<file path="config.mk">
export PLATFORM = sky130hd
export DESIGN_NAME = game_flow_ctrl_flat
export DESIGN_NICKNAME = d
export VERILOG_FILES = /design/src/rtl/game_flow_ctrl_if.sv /design/src/rtl/game_flow_ctrl.sv /design/src/flat_wrapper.sv
export SDC_FILE = /design/constraint.sdc
export NUM_CORES = 1
export LEC_CHECK = 0
export ABC_AREA = 1
export CAP_MARGIN = 15
export CORE_ASPECT_RATIO = 0.9
export CORE_MARGIN = 4
export CORE_UTILIZATION = 52
export CTS_CLUSTER_DIAMETER = 120
export CTS_CLUSTER_SIZE = 40
export DETAILED_ROUTE_END_ITERATION = 16
export GPL_ROUTABILITY_DRIVEN = 0
export GPL_TIMING_DRIVEN = 0
export HOLD_SLACK_MARGIN = 0.06
export PLACE_DENSITY = 0.78
export SYNTH_ARGS = -nofsm -noshare
export SYNTH_HDL_FRONTEND = slang
export SYNTH_SLANG_ARGS = --single-unit
</file>
<file path="constraint.sdc">
create_clock -name clk -period 4.7 [get_ports clk]
set_clock_uncertainty 0.15 [all_clocks]
set_input_delay 0.94 -clock clk [delete_from_list [all_inputs] [get_ports clk]]
set_output_delay 0.94 -clock clk [all_outputs]
set_load 0.01 [all_outputs]
</file>
<file path="src/rtl/game_flow_ctrl_if.sv">
// Interface bundling the event inputs and status outputs of the brick-breaker
// game-flow controller. The master side is the top level (or a bench) that
// supplies game events; the slave side is the controller itself.
interface game_flow_ctrl_if #(
   parameter int SKILL_CH = 3
);

   logic                tick;
   logic                start_press;
   logic                pause_press;
   logic                bricks_empty;
   logic                ball_lost;
   logic [SKILL_CH-1:0] skill_req;
   logic [SKILL_CH-1:0] skill_active;

   logic [2:0]          state;
   logic [3:0]          stage;
   logic [2:0]          lives;
   logic [2:0]          skill_pts;
   logic [SKILL_CH-1:0] skill_grant;
   logic                load_stage;
   logic [15:0]         led;

   // Top-level view: drives events, observes the game status
   modport master (
      output tick, start_press, pause_press, bricks_empty, ball_lost,
             skill_req, skill_active,
      input  state, stage, lives, skill_pts, skill_grant, load_stage, led
   );

   // Controller view: consumes events, produces the game status
   modport slave (
      input  tick, start_press, pause_press, bricks_empty, ball_lost,
             skill_req, skill_active,
      output state, stage, lives, skill_pts, skill_grant, load_stage, led
   );

endinterface

</file>
<file path="src/rtl/game_flow_ctrl.sv">
// Game-flow controller for the brick-breaker top level.
// Owns the game state (MENU/WIN/LOSE/PLAY/CLEAR/PAUSE), the stage index, the
// life and skill-point counters, one-hot skill grants, the brick-map load
// pulse and the 16-bit LED status word. Everything advances only on cycles
// where tick is high; the grant and load pulses last exactly one clk cycle.
// Optional feature: define PAUSE_EN to enable the pause key and PAUSE state.
// Without PAUSE_EN the pause key is ignored and PAUSE is never entered.
module game_flow_ctrl #(
   parameter int NUM_STAGES   = 3,
   parameter int LIVES        = 5,
   parameter int SKILL_POINTS = 3,
   parameter int SKILL_CH     = 3,
   parameter int CLEAR_TICKS  = 20
) (
   input logic             clk,
   input logic             rst,
   game_flow_ctrl_if.slave flowBus
);

   typedef enum logic [2:0] {
      MENU  = 3'd0,
      WIN   = 3'd1,
      LOSE  = 3'd2,
      PLAY  = 3'd3,
      CLEAR = 3'd4,
      PAUSE = 3'd5
   } gameState_t;

   localparam int                CNT_W      = (CLEAR_TICKS > 1) ? $clog2(CLEAR_TICKS) : 1;
   localparam logic [CNT_W-1:0]  CLEAR_LAST = CNT_W'(CLEAR_TICKS - 1);
   localparam logic [3:0]        LAST_STAGE = 4'(NUM_STAGES - 1);
   localparam logic [2:0]        LIVES_INIT = 3'(LIVES);
   localparam logic [2:0]        PTS_INIT   = 3'(SKILL_POINTS);

   gameState_t          state_q,      state_d;
   logic [3:0]          stage_q,      stage_d;
   logic [2:0]          lives_q,      lives_d;
   logic [2:0]          skillPts_q,   skillPts_d;
   logic [SKILL_CH-1:0] skillGrant_q, skillGrant_d;
   logic                loadStage_q,  loadStage_d;
   logic [15:0]         led_q,        led_d;
   logic [CNT_W-1:0]    clearCnt_q,   clearCnt_d;

   logic [SKILL_CH-1:0] eligible;
   logic [SKILL_CH-1:0] lowestEligible;

`ifndef PAUSE_EN
   logic unusedPause;

   // The pause key has no function in a build without the pause feature
   assign unusedPause = flowBus.pause_press;
`endif

   // LED word: lives thermometer from bit 0 upward, LOSE on bit 6, WIN on
   // bit 7, stage index in [11:8], skill points as a thermometer filling
   // downward from bit 15. The whole word is dark while sitting in MENU.
   function automatic logic [15:0] composeLed(
      input gameState_t st,
      input logic [3:0] stg,
      input logic [2:0] lv,
      input logic [2:0] pts
   );
      logic [15:0] v;
      v = '0;
      if (st != MENU) begin
         for (int i = 0; i < 6; i++) begin
            if ((i < LIVES) && (i < int'(lv))) begin
               v[i] = 1'b1;
            end
         end
         v[6]    = (st == LOSE);
         v[7]    = (st == WIN);
         v[11:8] = stg;
         for (int i = 0; i < 4; i++) begin
            if (i < int'(pts)) begin
               v[15-i] = 1'b1;
            end
         end
      end
      return v;
   endfunction

   // Skill arbitration: a channel is eligible when it is requested and its
   // previous effect has finished; the two's-complement trick isolates the
   // lowest eligible channel so at most one grant is issued per tick.
   always_comb begin
      eligible       = flowBus.skill_req & ~flowBus.skill_active;
      lowestEligible = eligible & (~eligible + SKILL_CH'(1));
   end

   // Next-state logic for the whole game flow. Nothing moves unless tick is
   // high; the pulse outputs default to zero so they drop after one cycle.
   // Within PLAY the events are taken in strict priority order, so an event
   // that coincides with a state change is consumed only by the old state.
   always_comb begin
      state_d      = state_q;
      stage_d      = stage_q;
      lives_d      = lives_q;
      skillPts_d   = skillPts_q;
      clearCnt_d   = clearCnt_q;
      skillGrant_d = '0;
      loadStage_d  = 1'b0;
      led_d        = led_q;

      if (flowBus.tick) begin
         case (state_q)
            MENU: begin
               if (flowBus.start_press) begin
                  state_d     = PLAY;
                  stage_d     = 4'd0;
                  lives_d     = LIVES_INIT;
                  skillPts_d  = PTS_INIT;
                  loadStage_d = 1'b1;
               end
            end

            PLAY: begin
               if (flowBus.bricks_empty) begin
                  if (stage_q >= LAST_STAGE) begin
                     state_d = WIN;
                  end else begin
                     state_d    = CLEAR;
                     clearCnt_d = '0;
                  end
               end else if (flowBus.ball_lost) begin
                  if (lives_q <= 3'd1) begin
                     lives_d = 3'd0;
                     state_d = LOSE;
                  end else begin
                     lives_d = lives_q - 3'd1;
                  end
`ifdef PAUSE_EN
               end else if (flowBus.pause_press) begin
                  state_d = PAUSE;
`endif
               end else if ((skillPts_q != 3'd0) && (eligible != '0)) begin
                  skillGrant_d = lowestEligible;
                  skillPts_d   = skillPts_q - 3'd1;
               end
            end

            CLEAR: begin
               if (clearCnt_q >= CLEAR_LAST) begin
                  state_d     = PLAY;
                  clearCnt_d  = '0;
                  loadStage_d = 1'b1;
                  if (stage_q != 4'hF) begin
                     stage_d = stage_q + 4'd1;
                  end
                  if (skillPts_q < PTS_INIT) begin
                     skillPts_d = skillPts_q + 3'd1;
                  end
               end else begin
                  clearCnt_d = clearCnt_q + CNT_W'(1);
               end
            end

            WIN, LOSE: begin
               if (flowBus.start_press) begin
                  state_d = MENU;
               end
            end

`ifdef PAUSE_EN
            PAUSE: begin
               if (flowBus.pause_press) begin
                  state_d = PLAY;
               end
            end
`endif

            default: begin
               state_d = MENU;
            end
         endcase

         if (state_d == PAUSE) begin
            led_d = led_q;
         end else begin
            led_d = composeLed(state_d, stage_d, lives_d, skillPts_d);
         end
      end
   end

   // State and registered outputs; reset is synchronous and overrides tick
   always_ff @(posedge clk) begin
      if (rst) begin
         state_q      <= MENU;
         stage_q      <= 4'd0;
         lives_q      <= LIVES_INIT;
         skillPts_q   <= PTS_INIT;
         skillGrant_q <= '0;
         loadStage_q  <= 1'b0;
         led_q        <= 16'd0;
         clearCnt_q   <= '0;
      end else begin
         state_q      <= state_d;
         stage_q      <= stage_d;
         lives_q      <= lives_d;
         skillPts_q   <= skillPts_d;
         skillGrant_q <= skillGrant_d;
         loadStage_q  <= loadStage_d;
         led_q        <= led_d;
         clearCnt_q   <= clearCnt_d;
      end
   end

   // Every output comes straight from a register
   assign flowBus.state       = state_q;
   assign flowBus.stage       = stage_q;
   assign flowBus.lives       = lives_q;
   assign flowBus.skill_pts   = skillPts_q;
   assign flowBus.skill_grant = skillGrant_q;
   assign flowBus.load_stage  = loadStage_q;
   assign flowBus.led         = led_q;

endmodule

</file>
<file path="src/flat_wrapper.sv">
// flat-port wrapper written by rule: the top's interface ports become plain ports
module game_flow_ctrl_flat 
#(
   parameter int NUM_STAGES   = 3,
   parameter int LIVES        = 5,
   parameter int SKILL_POINTS = 3,
   parameter int SKILL_CH     = 3,
   parameter int CLEAR_TICKS  = 20
)
  (clk, rst, flowBus_tick, flowBus_start_press, flowBus_pause_press, flowBus_bricks_empty, flowBus_ball_lost, flowBus_skill_req, flowBus_skill_active, flowBus_state, flowBus_stage, flowBus_lives, flowBus_skill_pts, flowBus_skill_grant, flowBus_load_stage, flowBus_led);
  game_flow_ctrl_if #(.SKILL_CH(SKILL_CH)) flowBus_i ();
  input logic clk;
  input logic rst;
  input wire logic [$bits(flowBus_i.tick)-1:0] flowBus_tick;
  input wire logic [$bits(flowBus_i.start_press)-1:0] flowBus_start_press;
  input wire logic [$bits(flowBus_i.pause_press)-1:0] flowBus_pause_press;
  input wire logic [$bits(flowBus_i.bricks_empty)-1:0] flowBus_bricks_empty;
  input wire logic [$bits(flowBus_i.ball_lost)-1:0] flowBus_ball_lost;
  input wire logic [$bits(flowBus_i.skill_req)-1:0] flowBus_skill_req;
  input wire logic [$bits(flowBus_i.skill_active)-1:0] flowBus_skill_active;
  output wire logic [$bits(flowBus_i.state)-1:0] flowBus_state;
  output wire logic [$bits(flowBus_i.stage)-1:0] flowBus_stage;
  output wire logic [$bits(flowBus_i.lives)-1:0] flowBus_lives;
  output wire logic [$bits(flowBus_i.skill_pts)-1:0] flowBus_skill_pts;
  output wire logic [$bits(flowBus_i.skill_grant)-1:0] flowBus_skill_grant;
  output wire logic [$bits(flowBus_i.load_stage)-1:0] flowBus_load_stage;
  output wire logic [$bits(flowBus_i.led)-1:0] flowBus_led;
  assign flowBus_i.tick = flowBus_tick;
  assign flowBus_i.start_press = flowBus_start_press;
  assign flowBus_i.pause_press = flowBus_pause_press;
  assign flowBus_i.bricks_empty = flowBus_bricks_empty;
  assign flowBus_i.ball_lost = flowBus_ball_lost;
  assign flowBus_i.skill_req = flowBus_skill_req;
  assign flowBus_i.skill_active = flowBus_skill_active;
  assign flowBus_state = flowBus_i.state;
  assign flowBus_stage = flowBus_i.stage;
  assign flowBus_lives = flowBus_i.lives;
  assign flowBus_skill_pts = flowBus_i.skill_pts;
  assign flowBus_skill_grant = flowBus_i.skill_grant;
  assign flowBus_load_stage = flowBus_i.load_stage;
  assign flowBus_led = flowBus_i.led;
  game_flow_ctrl #(.NUM_STAGES(NUM_STAGES), .LIVES(LIVES), .SKILL_POINTS(SKILL_POINTS), .SKILL_CH(SKILL_CH), .CLEAR_TICKS(CLEAR_TICKS)) u_core (.clk(clk), .rst(rst), .flowBus(flowBus_i));
endmodule
</file>
Word level (Yosys, flattened, before mapping)
Index checks and enable logic that the tools add are counted.
Widths: inputs -> output; s select.
{"block": "totals", "reg_bits": 37, "in_bits": 13, "output_inout_bits": 33, "wordCells": 101}
{"block": "op_classes", "add_sub_neg": 6, "order_cmp": 13, "n_eq_ne": 10, "mux": 45, "n_bitwise": 8, "n_reduce_logical": 11}
{"operator": "$mux 3", "n": 20}
{"operator": "$mux 5", "n": 4}
{"operator": "$lt 1x3->1 const A", "n": 4}
{"operator": "$lt 2x3->1 const A", "n": 4}
{"operator": "$mux 4", "n": 3}
{"operator": "$pmux 3 s4", "n": 1}
{"operator": "$mux 1", "n": 11}
{"operator": "$mux 10", "n": 1}
{"operator": "$pmux 5 s2", "n": 1}
{"operator": "$eq 3x2->1 const B", "n": 3}
{"operator": "$pmux 3 s3", "n": 1}
{"operator": "$reduce_bool 3->1", "n": 3}
{"operator": "$pmux 4 s2", "n": 1}
{"operator": "$add 3x1->3 const B", "n": 2}
{"operator": "$and 3x3->3", "n": 2}
{"operator": "$eq 3x1->1 const B", "n": 2}
{"operator": "$eq 3x3->1 const B", "n": 2}
{"operator": "$not 3->3", "n": 2}
{"operator": "$pmux 3 s2", "n": 1}
{"operator": "$reduce_or 6->1", "n": 1}
{"operator": "$sub 3x1->3 const B", "n": 2}
{"operator": "$add 5x1->5 const B", "n": 1}
{"operator": "$ge 5x5->1 const B", "n": 1}
{"operator": "$add 4x1->4 const B", "n": 1}
{"operator": "other kinds (14)", "n": 19}

Longest topological paths before layout
{"block": "logic_depth", "depth_word": 12, "mapped_depth": 14, "depth_no_buf": 14}

Worst setup path after synthesis
OpenSTA, ideal clock, no wires.
{"block": "synth_timing", "kind": "input to register", "from": "input flowBus_start_press", "to": "register u_core.led_q[13] (netlist: u_core.flowBus.led[13])", "setup_time_ps": 70, "arrival_ps": 1905, "setup_slack_ps": 2575, "cell_stages": 10, "n_path_buf": 0, "path_cell_list": "inv_1 > nor3_2 > inv_4 > nand2_2 > nor2_1 > nand3_2 > nor2_4 > nor2_8 > nand2_2 > a21oi_2"}
{"block": "synth_via", "elab_chain_cells": 6}
{"item": "from (decl)", "line": "flat_wrapper.sv:15", "text": "input wire logic [$bits(flowBus_i.start_press)-1:0] flowBus_start_press;"}
{"item": "$mux 3, on equally long branches", "line": "game_flow_ctrl.sv:108, game_flow_ctrl.sv:159"}
{"item": "$pmux 3 s3 / $pmux 3 s4 (equally long branches)", "line": "game_flow_ctrl.sv:106", "text": "case (state_q)"}
{"item": "$mux 3", "line": "game_flow_ctrl.sv:105", "text": "if (flowBus.tick) begin"}
{"item": "$lt 2x3->1 / $eq 3x3->1 (equally long branches)", "line": "game_flow_ctrl.sv:75, game_flow_ctrl.sv:177"}
{"item": "$mux 1 / $not 1->1 (equally long branches)"}
{"item": "$mux 10 / $reduce_and 2->1 (equally long branches)"}
{"item": "to (signal assigned)", "line": "game_flow_ctrl.sv:203", "text": "led_q <= led_d;"}
{"item": "to (decl)", "line": "game_flow_ctrl.sv:41", "text": "logic [15:0] led_q, led_d;"}
Parallel ways exist; a longest one is shown, timed or not. The select of a mux whose other input is x is not followed.
A chain may end at the register's enable or synchronous reset.

Final worst setup path
{"block": "layout_timing", "from": "input flowBus_bricks_empty", "to": "register u_core.led_q[15] (netlist: u_core.flowBus.led[15])"}
{"block": "layout_via", "elab_chain_cells": 6}
{"item": "from (decl)", "line": "flat_wrapper.sv:17", "text": "input wire logic [$bits(flowBus_i.bricks_empty)-1:0] flowBus_bricks_empty;"}
{"item": "$mux 3", "line": "game_flow_ctrl.sv:118", "text": "if (flowBus.bricks_empty) begin"}
{"item": "$pmux 3 s3 / $pmux 3 s4 (equally long branches)", "line": "game_flow_ctrl.sv:106"}
{"item": "$mux 3", "line": "game_flow_ctrl.sv:105"}
{"item": "$lt 1x3->1 / $eq 3x3->1 (equally long branches)", "line": "game_flow_ctrl.sv:75, game_flow_ctrl.sv:177"}
{"item": "$mux 1 / $not 1->1 (equally long branches)"}
{"item": "$mux 10 / $reduce_and 2->1 (equally long branches)"}
Parallel ways exist; a longest one is shown, timed or not. The select of a mux whose other input is x is not followed.

==> summary.md <==
| Metric | Value |
|---|---|
| Die Span Y | `69.6 um` |
| DRC violation count after routing | `0` |
| Post-route clock period utilization | `0.560` |
| Antenna violations before repair | `0` |
| Instance area at placement | `2680 um2` |
| Number of buffers inserted by hold repair at cts | `0` |
| Count of pins over their slew limit | `0` |
| Maximum number of pins on one net before global-route repair | `12` |
| Path class of the lowest-slack min-delay path | `flip-flop to flip-flop` |
| I/O Pins | `46` |
| Most area-hungry cell type in the Yosys netlist | `sky130_fd_sc_hd__dfxtp_1` |
| Std-Cell Core Area | `4070 um2` |
| Setup-violating endpoint count in the final report | `0` |
| Starting Density | `0.539` |
| P_leak | `1.27 nW` |
| R2R cell count | `12` |
| Number of synthesized flops with an enable pin | `0` |
| Half-perimeter wire length after detailed placement | `3980 um` |
| Netlist cell types | `34` |
| Top cell types by occurrence after synthesis | `sky130_fd_sc_hd__nand2_1, sky130_fd_sc_hd__inv_1, sky130_fd_sc_hd__dfxtp_1, sky130_fd_sc_hd__nor2_1, sky130_fd_sc_hd__nand3_1` |
| Tightest Pin Transition | `723 ps` |
| Buffers inserted during post-CTS setup optimization | `0` |
| Number of H-tree levels | `2` |
| Root Buffer | `sky130_fd_sc_hd__clkbuf_8` |
| Worst hold start | `u_core.flowBus.led[2]` |
| Main flop type after synthesis | `sky130_fd_sc_hd__dfxtp_1` |
| Site row count | `22` |
| Die extent in x | `76.5 um` |
| Synthesized net count | `339` |
| Data arrival time of the critical path | `2630 ps` |
| Number of gates resized after cts | `0` |
| Flop-to-flop setup slack | `2610 ps` |
| Worst R2R Start | `u_core.flowBus.skill_pts[0]` |
| Seq cells post-synth | `37` |
| Hold worst-path end | `u_core.flowBus.led[2]` |
| Most used standard cell by instance count after synthesis | `sky130_fd_sc_hd__nand2_1` |
| Maximum fanout count along the critical path | `5` |
| Achievable clock frequency | `380 MHz` |
| Final Hold Fails | `0` |
| Number of clock buffers inserted by TritonCTS | `5` |
| Number of nets in the final layout | `between 300 and 400` |
| Clock-pin transition on the worst setup and hold timing paths | `70 ps` |
| Layout cells sized above 1 | `0.147` |
| Iteration count of the initial detailed-routing pass | `4` |
| Wire per inst | `12.7 um` |
| Worst Hold Path Cells | `2` |
| Area growth from synthesis to layout | `26.6%` |
| Cells after Synth | `318` |
| Required time of the critical path | `4700 ps` |
| Mean instance size in the synthesized netlist | `6.90 um2` |
| Unrepaired setup endpoints after global routing | `false` |
| Post-synthesis sequential area ratio | `0.338` |
| Clock latency of the later-clocked register in the worst-skew pair | `290 ps` |
| Crit. End Element | `flip-flop` |
| Async set-or-reset flop fraction in the synthesized netlist | `0` |
| Count of synthesis-stage warnings from yosys | `0` |
| Clock tree from TritonCTS | `done` |
| Worst-case clock buffer depth | `2` |
| Worst setup path class | `input port to flip-flop` |
| IR drop worst, VDD | `roughly 0.14 mV` |
| GRT Resource Usage Total | `0.200` |
| Final total negative setup slack | `0 ps` |
| Worst slew margin relative to its limit | `0.518` |
| Endpoint of the worst-slack reg-to-reg timing path | `u_core.flowBus.led[15]` |
| Shortest period the worst path allows | `2630 ps` |
| Ranking of synthesized cells by area | `sky130_fd_sc_hd__dfxtp_1, sky130_fd_sc_hd__nand2_1, sky130_fd_sc_hd__inv_1` |
| Wire length reported by the detailed router | `5260 um` |
| Residual antenna-violating net count after detailed routing | `0` |
| First-pass GRT wire length | `8640 um` |
| Vias in the first global route | `between 1500 and 2000` |
| Final standard cell utilization of the core | `0.682` |
| Netlist area before placement | `2190 um2` |
| Number of maximum-capacitance constraint violations | `0` |
| Post-route design area | `2780 um2` |
| Mean number of vias per cell | `around 5.2` |
| TritonCTS sink count | `37` |
| Number of port buffers | `42` |
| Ant diodes | `0` |
| Fraction of synthesized cell area taken by the top area cell type | `0.338` |
| Number of DRC violations after detailed-routing iteration 0 | `171` |
| Global route total overflow | `0` |
| Status | `completed` |
| Launching element type of the critical path | `input port` |
| Power per unit of standard cell area | `277 nW/um2` |
| Area enclosed by the die boundary | `5330 um2` |
| Detailed-route via count | `approximately 2100` |
[layer usage]
| layer | part of all wire | global-route usage | up-vias |
|---|---|---|---|
| li1 | - | - | 1109 |
| met1 | 0.48 | 0.285 | 955 |
| met2 | 0.43 | 0.299 | 71 |
| met3 | 0.072 | 0.0468 | 9 |
| met4 | 0.017 | 0.0604 | 0 |
| met5 | 0 | 0 | - |
[critical path, stage by stage]
cell and delay [ps]:
sky130_fd_sc_hd__clkdlybuf4s50_1 500, sky130_fd_sc_hd__inv_1 130, sky130_fd_sc_hd__nand2_1 90, sky130_fd_sc_hd__nor2_1 220, sky130_fd_sc_hd__nand3_1 160, sky130_fd_sc_hd__nand3_1 90
sky130_fd_sc_hd__nand3_1 150, sky130_fd_sc_hd__nor2_1 150, sky130_fd_sc_hd__nand2_1 80, sky130_fd_sc_hd__nand2_2 70, sky130_fd_sc_hd__a21oi_2 40
[per-stage QoR]
stage          hold slack, ps  setup slack (ps)  total power [mW]  cells
4_1_cts                   316              2090             0.774    415
5_1_grt                   334              1910             0.806    415
3_3_place_gp              307              1810             0.508    408
6_report                  318              2070             0.770    415
3_5_place_dp              305              1790             0.510    408
2_1_floorplan             312              2570             0.449    318
[placed cells by master, fill, tap and decap left out, types with 2 or more instances in the layout]
master,netlist,final
sky130_fd_sc_hd__clkbuf_8,0,5
sky130_fd_sc_hd__nor3_1,2,2
sky130_fd_sc_hd__nand3_2,4,4
sky130_fd_sc_hd__nand3_1,21,21
sky130_fd_sc_hd__clkdlybuf4s50_1,0,42
sky130_fd_sc_hd__nand3_4,2,2
sky130_fd_sc_hd__nor3_2,2,2
sky130_fd_sc_hd__o31ai_1,2,2
sky130_fd_sc_hd__ha_1,8,8
sky130_fd_sc_hd__buf_2,2,2
sky130_fd_sc_hd__inv_1,47,47
sky130_fd_sc_hd__nand2_2,12,12
sky130_fd_sc_hd__o21ai_0,14,14
sky130_fd_sc_hd__o21ai_1,4,4
sky130_fd_sc_hd__a21oi_2,10,10
sky130_fd_sc_hd__clkbuf_1,5,5
sky130_fd_sc_hd__a21oi_1,20,20
sky130_fd_sc_hd__inv_2,8,8
sky130_fd_sc_hd__o211ai_1,4,4
sky130_fd_sc_hd__nand2_1,72,72
sky130_fd_sc_hd__nor2_1,23,23
sky130_fd_sc_hd__dfxtp_1,37,37
sky130_fd_sc_hd__nor2_4,2,2
sky130_fd_sc_hd__nand4_1,5,5
[worst max-delay path by stage]
stage                               from                      to  slack [ps]  cells after the start
floorplan            flowBus_start_press  u_core.flowBus.led[13]        2570                     10
global placement    flowBus_bricks_empty  u_core.flowBus.led[15]        1810                     11
detailed placement  flowBus_bricks_empty  u_core.flowBus.led[15]        1790                     11
CTS                 flowBus_bricks_empty  u_core.flowBus.led[15]        2090                     11
global route        flowBus_bricks_empty  u_core.flowBus.led[15]        1910                     11
finish              flowBus_bricks_empty  u_core.flowBus.led[15]        2070                     11
[flip-flops by register name, indices dropped and copies added (netlist names)]
| register | count |
|---|---|
| u_core.flowBus.lives | 3 |
| u_core.flowBus.led | 15 |
| u_core.flowBus.load_stage | 1 |
| u_core.flowBus.state | 3 |
| u_core.flowBus.stage | 4 |
| u_core.clearCnt_q | 5 |
| u_core.flowBus.skill_grant | 3 |
| u_core.flowBus.skill_pts | 3 |
[report_power, final]
group | total, mW | internal (mW) | switching (mW)
clock | 0.266 | 0.154 | 0.111
sequential | 0.341 | 0.328 | 0.0126
combinational | 0.163 | 0.0682 | 0.0953
total | 0.770 | 0.551 | 0.219
[final cells by class]
cell class	count	area (um2)
repair buffers	42	420
flip-flops and latches	37	741
clock inverters	2	35.0
fillers	393	1290
plain buffers	8	36.3
clock buffers	5	68.8
well taps	48	60.1
multi-input cells	217	1200
inverters	56	213
[cell families (layout without fill, tap and decap cells)]
logic type / count (synthesis) / count (layout) / synth area share
AND/OR/NAND/NOR: 151 / 151 / 0.344
buffers and inverters: 64 / 113 / 0.113
AO/OA/AOI/OAI: 56 / 56 / 0.154
flip-flops: 37 / 37 / 0.338
adder cells (fa/ha/maj): 8 / 8 / 0.0456
other: 1 / 1 / 0.00171
XOR/XNOR: 1 / 1 / 0.00399
Note: power is estimated with default switching activity, not from simulation.
